$ cat src/rtl/ls_mem_responder.sv
// Load/store memory responder: single-port word array fronted by a FIFO store
// buffer, with youngest-entry store-to-load forwarding and one-cycle loads.
module ls_mem_responder #(
    parameter int AW       = 8,
    parameter int SB_DEPTH = 4
) (
    input  logic        clk,
    input  logic        rst,
    input  logic [15:0] mem_addr,
    input  logic [15:0] mem_write_data,
    input  logic        mem_write_en,
    input  logic        mem_read_en,
    output logic [15:0] mem_read_data,
    output logic        rd_valid,
    output logic        sb_full,
    output logic        sb_empty,
    output logic        err_overflow,
    output logic        err_conflict
);

    localparam int PW = $clog2(SB_DEPTH);
    localparam int CW = PW + 1;

    logic [15:0]   mem_r     [2**AW];
    logic [AW-1:0] sb_idx_r  [SB_DEPTH];
    logic [15:0]   sb_data_r [SB_DEPTH];
    logic [PW-1:0] head_r;
    logic [PW-1:0] tail_r;
    logic [CW-1:0] count_r;

    logic [AW-1:0] addr_s;
    logic          load_s;
    logic          drain_s;
    logic          enq_s;
    logic          fwd_hit_s;
    logic [15:0]   fwd_data_s;
    logic [PW-1:0] slot_s;

    assign addr_s   = mem_addr[AW-1:0];
    assign sb_full  = (count_r == CW'(SB_DEPTH));
    assign sb_empty = (count_r == {CW{1'b0}});

    // Request decode and buffer search; scanning oldest to youngest lets the youngest hit win.
    always_comb begin
        load_s     = mem_read_en & ~mem_write_en;
        drain_s    = (count_r != {CW{1'b0}}) & ~mem_read_en;
        enq_s      = mem_write_en & ((count_r < CW'(SB_DEPTH)) | drain_s);
        fwd_hit_s  = 1'b0;
        fwd_data_s = 16'h0000;
        slot_s     = head_r;
        for (int i = 0; i < SB_DEPTH; i++) begin
            slot_s = head_r + PW'(i);
            if ((CW'(i) < count_r) && (sb_idx_r[slot_s] == addr_s)) begin
                fwd_hit_s  = 1'b1;
                fwd_data_s = sb_data_r[slot_s];
            end else begin
                fwd_hit_s  = fwd_hit_s;
                fwd_data_s = fwd_data_s;
            end
        end
    end

    // Storage writes: buffer slot on enqueue, array word on drain; contents are never reset.
    always_ff @(posedge clk) begin
        if (enq_s) begin
            sb_idx_r[tail_r]  <= addr_s;
            sb_data_r[tail_r] <= mem_write_data;
        end
        if (drain_s) begin
            mem_r[sb_idx_r[head_r]] <= sb_data_r[head_r];
        end
    end

    // Buffer pointers and occupancy; power-of-two depth gives modulo wrap for free.
    always_ff @(posedge clk or posedge rst) begin
        if (rst) begin
            head_r  <= {PW{1'b0}};
            tail_r  <= {PW{1'b0}};
            count_r <= {CW{1'b0}};
        end else begin
            if (enq_s) begin
                tail_r <= tail_r + PW'(1);
            end
            if (drain_s) begin
                head_r <= head_r + PW'(1);
            end
            case ({enq_s, drain_s})
                2'b10:   count_r <= count_r + CW'(1);
                2'b01:   count_r <= count_r - CW'(1);
                default: count_r <= count_r;
            endcase
        end
    end

    // Registered load return and error pulses.
    always_ff @(posedge clk or posedge rst) begin
        if (rst) begin
            mem_read_data <= 16'h0000;
            rd_valid      <= 1'b0;
            err_overflow  <= 1'b0;
            err_conflict  <= 1'b0;
        end else begin
            rd_valid     <= load_s;
            err_overflow <= mem_write_en & ~enq_s;
            err_conflict <= mem_read_en & mem_write_en;
            if (load_s) begin
                mem_read_data <= fwd_hit_s ? fwd_data_s : mem_r[addr_s];
            end
        end
    end

endmodule

$ cat config.mk
export PLATFORM = sky130hd
export DESIGN_NAME = ls_mem_responder
export DESIGN_NICKNAME = d
export VERILOG_FILES = /design/src/rtl/ls_mem_responder.sv
export SDC_FILE = /design/constraint.sdc
export NUM_CORES = 2
export LEC_CHECK = 0
export CAP_MARGIN = 10
export CORE_MARGIN = 2
export CORE_UTILIZATION = 45
export CTS_CLUSTER_DIAMETER = 100
export DETAILED_ROUTE_END_ITERATION = 8
export GPL_TIMING_DRIVEN = 1
export PLACE_DENSITY = 0.67
export SYNTH_ARGS = -nofsm -noshare
export SYNTH_HDL_FRONTEND = slang
export SYNTH_MEMORY_MAX_BITS = 65536
export SYNTH_SLANG_ARGS = --single-unit
$ cat constraint.sdc
create_clock -name clk -period 14 [get_ports clk]
set_input_delay 4.2 -clock clk [delete_from_list [all_inputs] [get_ports clk]]
set_output_delay 4.2 -clock clk [all_outputs]
set_load 0.03 [all_outputs]
======== Yosys cells after proc, flatten, opt, wreduce, memory -nomap -nowiden ========
Memory sizes are Yosys's and may differ from the RTL's.
Index checks and enable logic that the tools add are counted.
Widths: inputs -> output; s select.
storage, ports and cells
  register bits ........................... 26
  bits in latches ......................... 0
  RAM bits ................................ 4,192
  bits in read-only memories .............. 0
  bits of input ports ..................... 36
  output and inout port bits .............. 21
  logic and storage cells ................. 58
  memories ................................ 3
operators by class
  add/sub/neg operators ................... 6
  multipliers ............................. 0
  divide/modulo/power cells ............... 0
  $lt $le $gt $ge ......................... 5
  equality and inequality tests ........... 7
  shifts and indexed selects .............. 0
  multiplexer cells ....................... 14
  bitwise logic cells ..................... 9
  reduce and logical (&&, ||, !) cells .... 7
memories
  name       depth  width  rd ports  clocked after memory_dff  wr ports  RTL line  RTL
  mem_r      256    16     1         0                         1         24        logic [15:0] mem_r [2**AW];
  sb_data_r  4      16     4         0                         1         26        logic [15:0] sb_data_r [SB_DEPTH];
  sb_idx_r   4      8      4         0                         1         25        logic [AW-1:0] sb_idx_r [SB_DEPTH];
operator list
  kind                 count
  $mux 16              5
  $eq 8x8->1           4
  $mux 1               8
  $lt 1x3->1 const A   2
  $lt 2x3->1 const A   2
  $pmux 3 s2           1
  $and 1x1->1          5
  $add 2x1->2 const B  2
  $add 2x2->2 const B  2
  $logic_and 1x1->1    4
  $add 3x1->3 const B  1
  $eq 3x3->1 const B   1
  $logic_not 3->1      1
  $lt 3x3->1 const B   1
  $not 1->1            3
  $reduce_bool 3->1    1
  $sub 3x1->3 const B  1
  $eq 2x1->1 const B   1
  $eq 2x2->1 const B   1
  $reduce_bool 2->1    1
  $or 1x1->1           1

======== Logic depth before layout (Yosys ltp) ========
An unclocked memory read counts as a cell.
  depth after elaboration ................. 8
  gate-level depth with buffers ........... 14
  gate-level depth less buffers ........... 9

======== Worst setup path before layout ========
OpenSTA, ideal clock, no wires.
  path kind ............................... register to register
  start point ............................. reg head_r[1]
  end point ............................... mem mem_r[0][2], data pin
  library setup time ...................... 1.639 ns
  arrival ................................. 8.474 ns
  data required time ...................... 12.361 ns
  slack ................................... 3.888 ns
  stages on the path, launching flop included .. 7
  buffers on the path ..................... 4
  clock period less this slack ............ 10.112 ns
  cell sequence ........................... dfrtp_1 buf_6 buf_6 buf_2 buf_2 mux2i_1 mux2i_1
on the way
  cells in the longest elaborated chain, start to end .. 1
RTL lines
  element                 RTL line  RTL
  start, declared         27        logic [PW-1:0] head_r;
  start signal, assigned  77        head_r <= {PW{1'b0}};
  start signal, assigned  85        head_r <= head_r + PW'(1);
  $mem_v2 4x16            n/a
  end, declared           24
No other way between the ends.

======== Final worst setup path ========
  start point ............................. in mem_addr[2]
  end point ............................... reg mem_read_data[11]
on the way
  cells in the longest elaborated chain, start to end .. 7
  elaborated cells between the ends (all ways) .. 18
  those cells by class .................... eq/ne: 4; mux: 9; reduce/logical: 4; memory: 1
RTL lines
  element                                                 RTL line  RTL
  start, declared                                         9         input logic [15:0] mem_addr,
  branches (longest 6 deep; another with $mem_v2 256x16)  n/a
  $mux 16 *                                               107       mem_read_data <= fwd_hit_s ? fwd_data_s : mem_r[addr_s];
  end signal, assigned                                    107
  end, declared                                           13        output logic [15:0] mem_read_data,
Every way passes the cells marked *.
A chain may end at the register's enable or synchronous reset.

==> impl_metrics.yaml <==
min_path:
  hold_end: "mem_read_data[5]"
  hold_class: "register to register"
  holdPathStages: 2
  worstHoldStart: "mem_read_data[5]"
floorplan:
  row_count: 223
  die_h_um: 611
  start_util_pct: 45.1
  ioPinCount: 57
  dieArea_um2: 374000
  die_w_um: 611
  coreArea_um2: 368000
cts:
  ctsRootBufferMaster: "clkbuf_16"
  clk-insertion-delay-late_ns: 0.91
  cts_tree: "done"
  cts-resized-gates: 0
  cts.htree.levels: 5
  clockBufferDepth: 4
  path_clk_slew_ns: 0.06
  numCtsBuffers: 402
  cts_num_sinks: 4218
  cts_setup_buffers: 0
  holdBufCountCts: 0
logic_synthesis:
  synth_nets: 8635
  syn_area_per_cell_um2: 19.3
  async_flop_share_pct: 0.616
  synth_seq_cells: 4218
  synth_area_um2: 166000
  synth_top_cell_area_share_pct: 75.8
  synth.distinct_cells: 71
  synth_cells: 8590
  synth_edf_count: 4192
  synthTopCellsByArea: "edfxtp_1, mux4_2, mux2i_1"
  ys_warn_count: 0
  synth-seq-area-share_pct: 76.2
  yosys.area.top_type: "edfxtp_1"
  synthFlopType: "edfxtp_1"
sta:
  period_needed_ns: 9.28
  whs_ns: 0.576
  fmax_mhz: 108
  timing.max_slew.rel_slack_pct: 11.6
  timing.final.crit_share_pct: 66.3
  finalSetupTns_ns: 0
  finalHoldViolCount: 0
  worstMarginPinSlew_ns: 1.32
  drv_slew: 0
  rsz0062_at_grt: "no"
  finClkSkew_ns: 0.0595
  setup_viol: 0
status:
  status: "finished, final reports clean"
detailed_routing:
  drc: 0
  drtAntennaViolNets: 0
  routedWlPerCell_um: 31.5
  drtIter0Drc: 12800
  vias: 87700
  routed_wl_um: 444000
  dr.pass1.iters: 6
  vias_per_cell: 6.22
final_layout:
  final_common_cell: "edfxtp_1"
  area_growth_pct: 12.3
  layout_common_cells: "edfxtp_1, mux2i_1, mux4_2"
  design_area_um2: 186000
  fin_cells: 14100
  final_layout_size_suffix_gt1_share_pct: 18.6
  final_nets: 8960
run:
  maxCapViolations: 0
grt:
  track_usage_pct: 23.2
  gr-total-overflow: 0
  grt_pass1_wl_um: 624000
  grt_antenna_before_repair: 23
  grt_pass1_vias: 85000
  grt_max_degree: 204
place:
  dp_hpwl_um: 263000
  place_congestion: 0.890
  port_buffers: 48
  dp.cells: 13300
  place_area_um2: 173000
worst_setup_path:
  reg2reg_setup_slack_ns: 8.40
  worstPathArrival_ns: 10.11
  r2r_cells: 9
  end_kind: "register"
  rr_startpoint: "head_r[1]"
  crit_fanout: 93
  startpoint_type: "primary input"
  required_ns: 14.83
  rr_endpoint: "mem_read_data[14]"
  crit_type: "primary input to register"
power:
  vdd_drop_max_mv: 0.260
  powerDensity_nw_per_um2: 177
  p_leak_nw: 59.8
## area by class of cell
class	instances	area [um^2]
tap	4837	6050
clock inverter	259	2390
inverter	40	270
antenna	10	25.0
fill	28800	182000
multi-input combinational	3782	36800
timing repair buffer	471	3850
clock buffer	475	10500
sequential	4218	127000
## cells in the mapped netlist, drive strengths merged, types with 14 or more instances
| library cell | count |
|---|---|
| a211o | 15 |
| a211oi | 75 |
| a21boi | 17 |
| a21oi | 133 |
| a311oi | 14 |
| a31oi | 32 |
| buf | 264 |
| clkbuf | 286 |
| dfrtp | 26 |
| edfxtp | 4192 |
| inv | 38 |
| mux2 | 39 |
| mux2i | 939 |
| mux4 | 625 |
| nand2 | 210 |
| nand3 | 86 |
| nand4 | 16 |
| nor2 | 457 |
| nor2b | 22 |
| nor3 | 183 |
| nor4 | 65 |
| o21ai | 140 |
| o21bai | 16 |
| o221ai | 341 |
| o22ai | 207 |
| o311ai | 29 |
| xnor2 | 33 |
## registers in the layout, summed over array words and instances (netlist names)
signal / count
err_conflict: 1
head_r: 2
rd_valid: 1
tail_r: 2
count_r: 3
mem_read_data: 16
sb_data_r: 64
err_overflow: 1
mem_r: 4096
sb_idx_r: 32
## worst max-delay path, cell delays in order
cell	delay, ns
buf_8	0.26
buf_4	0.68
nand2b_4	0.45
buf_12	0.35
o221ai_1	0.77
nor2_1	0.08
nor4_1	0.99
nand4_1	0.52
a311oi_2	0.97
nand3_1	0.34
a31oi_1	0.28
## per-layer routing
layer / global-route usage [%] / up-vias / share of wire, %
met5: 0 / - / 0.0097
met4: 8.00 / 8 / 3.9
met3: 5.68 / 792 / 11
met2: 36.4 / 4916 / 47
met1: 31.9 / 45800 / 38
li1: - / 36200 / -
## report_power, final
group	switching [W]	internal (W)
Combinational	0.00452	0.000844
Clock	0.00462	0.00614
Sequential	0.000141	0.0167
Total	0.00928	0.0237
## cells by family (layout without fill, tap and decap cells)
group / after synthesis / in the layout / share of synthesized area, %
xor+xnor: 42 / 42 / 0.222
fa+ha+maj: 9 / 9 / 0.0678
other cells: 0 / 10 / 0
mux: 1603 / 1603 / 14.4
flops: 4218 / 4218 / 76.2
compound gates: 1037 / 1037 / 4.45
buf+inv: 590 / 1245 / 1.69
simple gates: 1091 / 1091 / 2.95
## worst max-delay path by stage
stage | cells after the start | to | from
final | 11 | mem_read_data[11] | mem_addr[2]
after global routing | 11 | mem_read_data[15] | mem_addr[0]
after CTS | 11 | mem_read_data[5] | mem_addr[2]
after detailed placement | 11 | mem_read_data[5] | mem_addr[2]
after global placement | 11 | mem_read_data[5] | mem_addr[2]
after floorplan | 6 | mem_r[0][2] | head_r[1]
## metrics by stage
step / worst slack [ns] / utilization [%] / total power, W
2_1_floorplan: 3.89 / - / 0.0202
3_3_place_gp: 4.11 / 47.1 / 0.0222
3_5_place_dp: 4.13 / 47.1 / 0.0225
4_1_cts: 5.09 / 50.7 / 0.0330
5_1_grt: 4.81 / 50.7 / 0.0338
6_report: 4.72 / 50.7 / 0.0330
No activity file was read; power rests on OpenSTA's default activity.
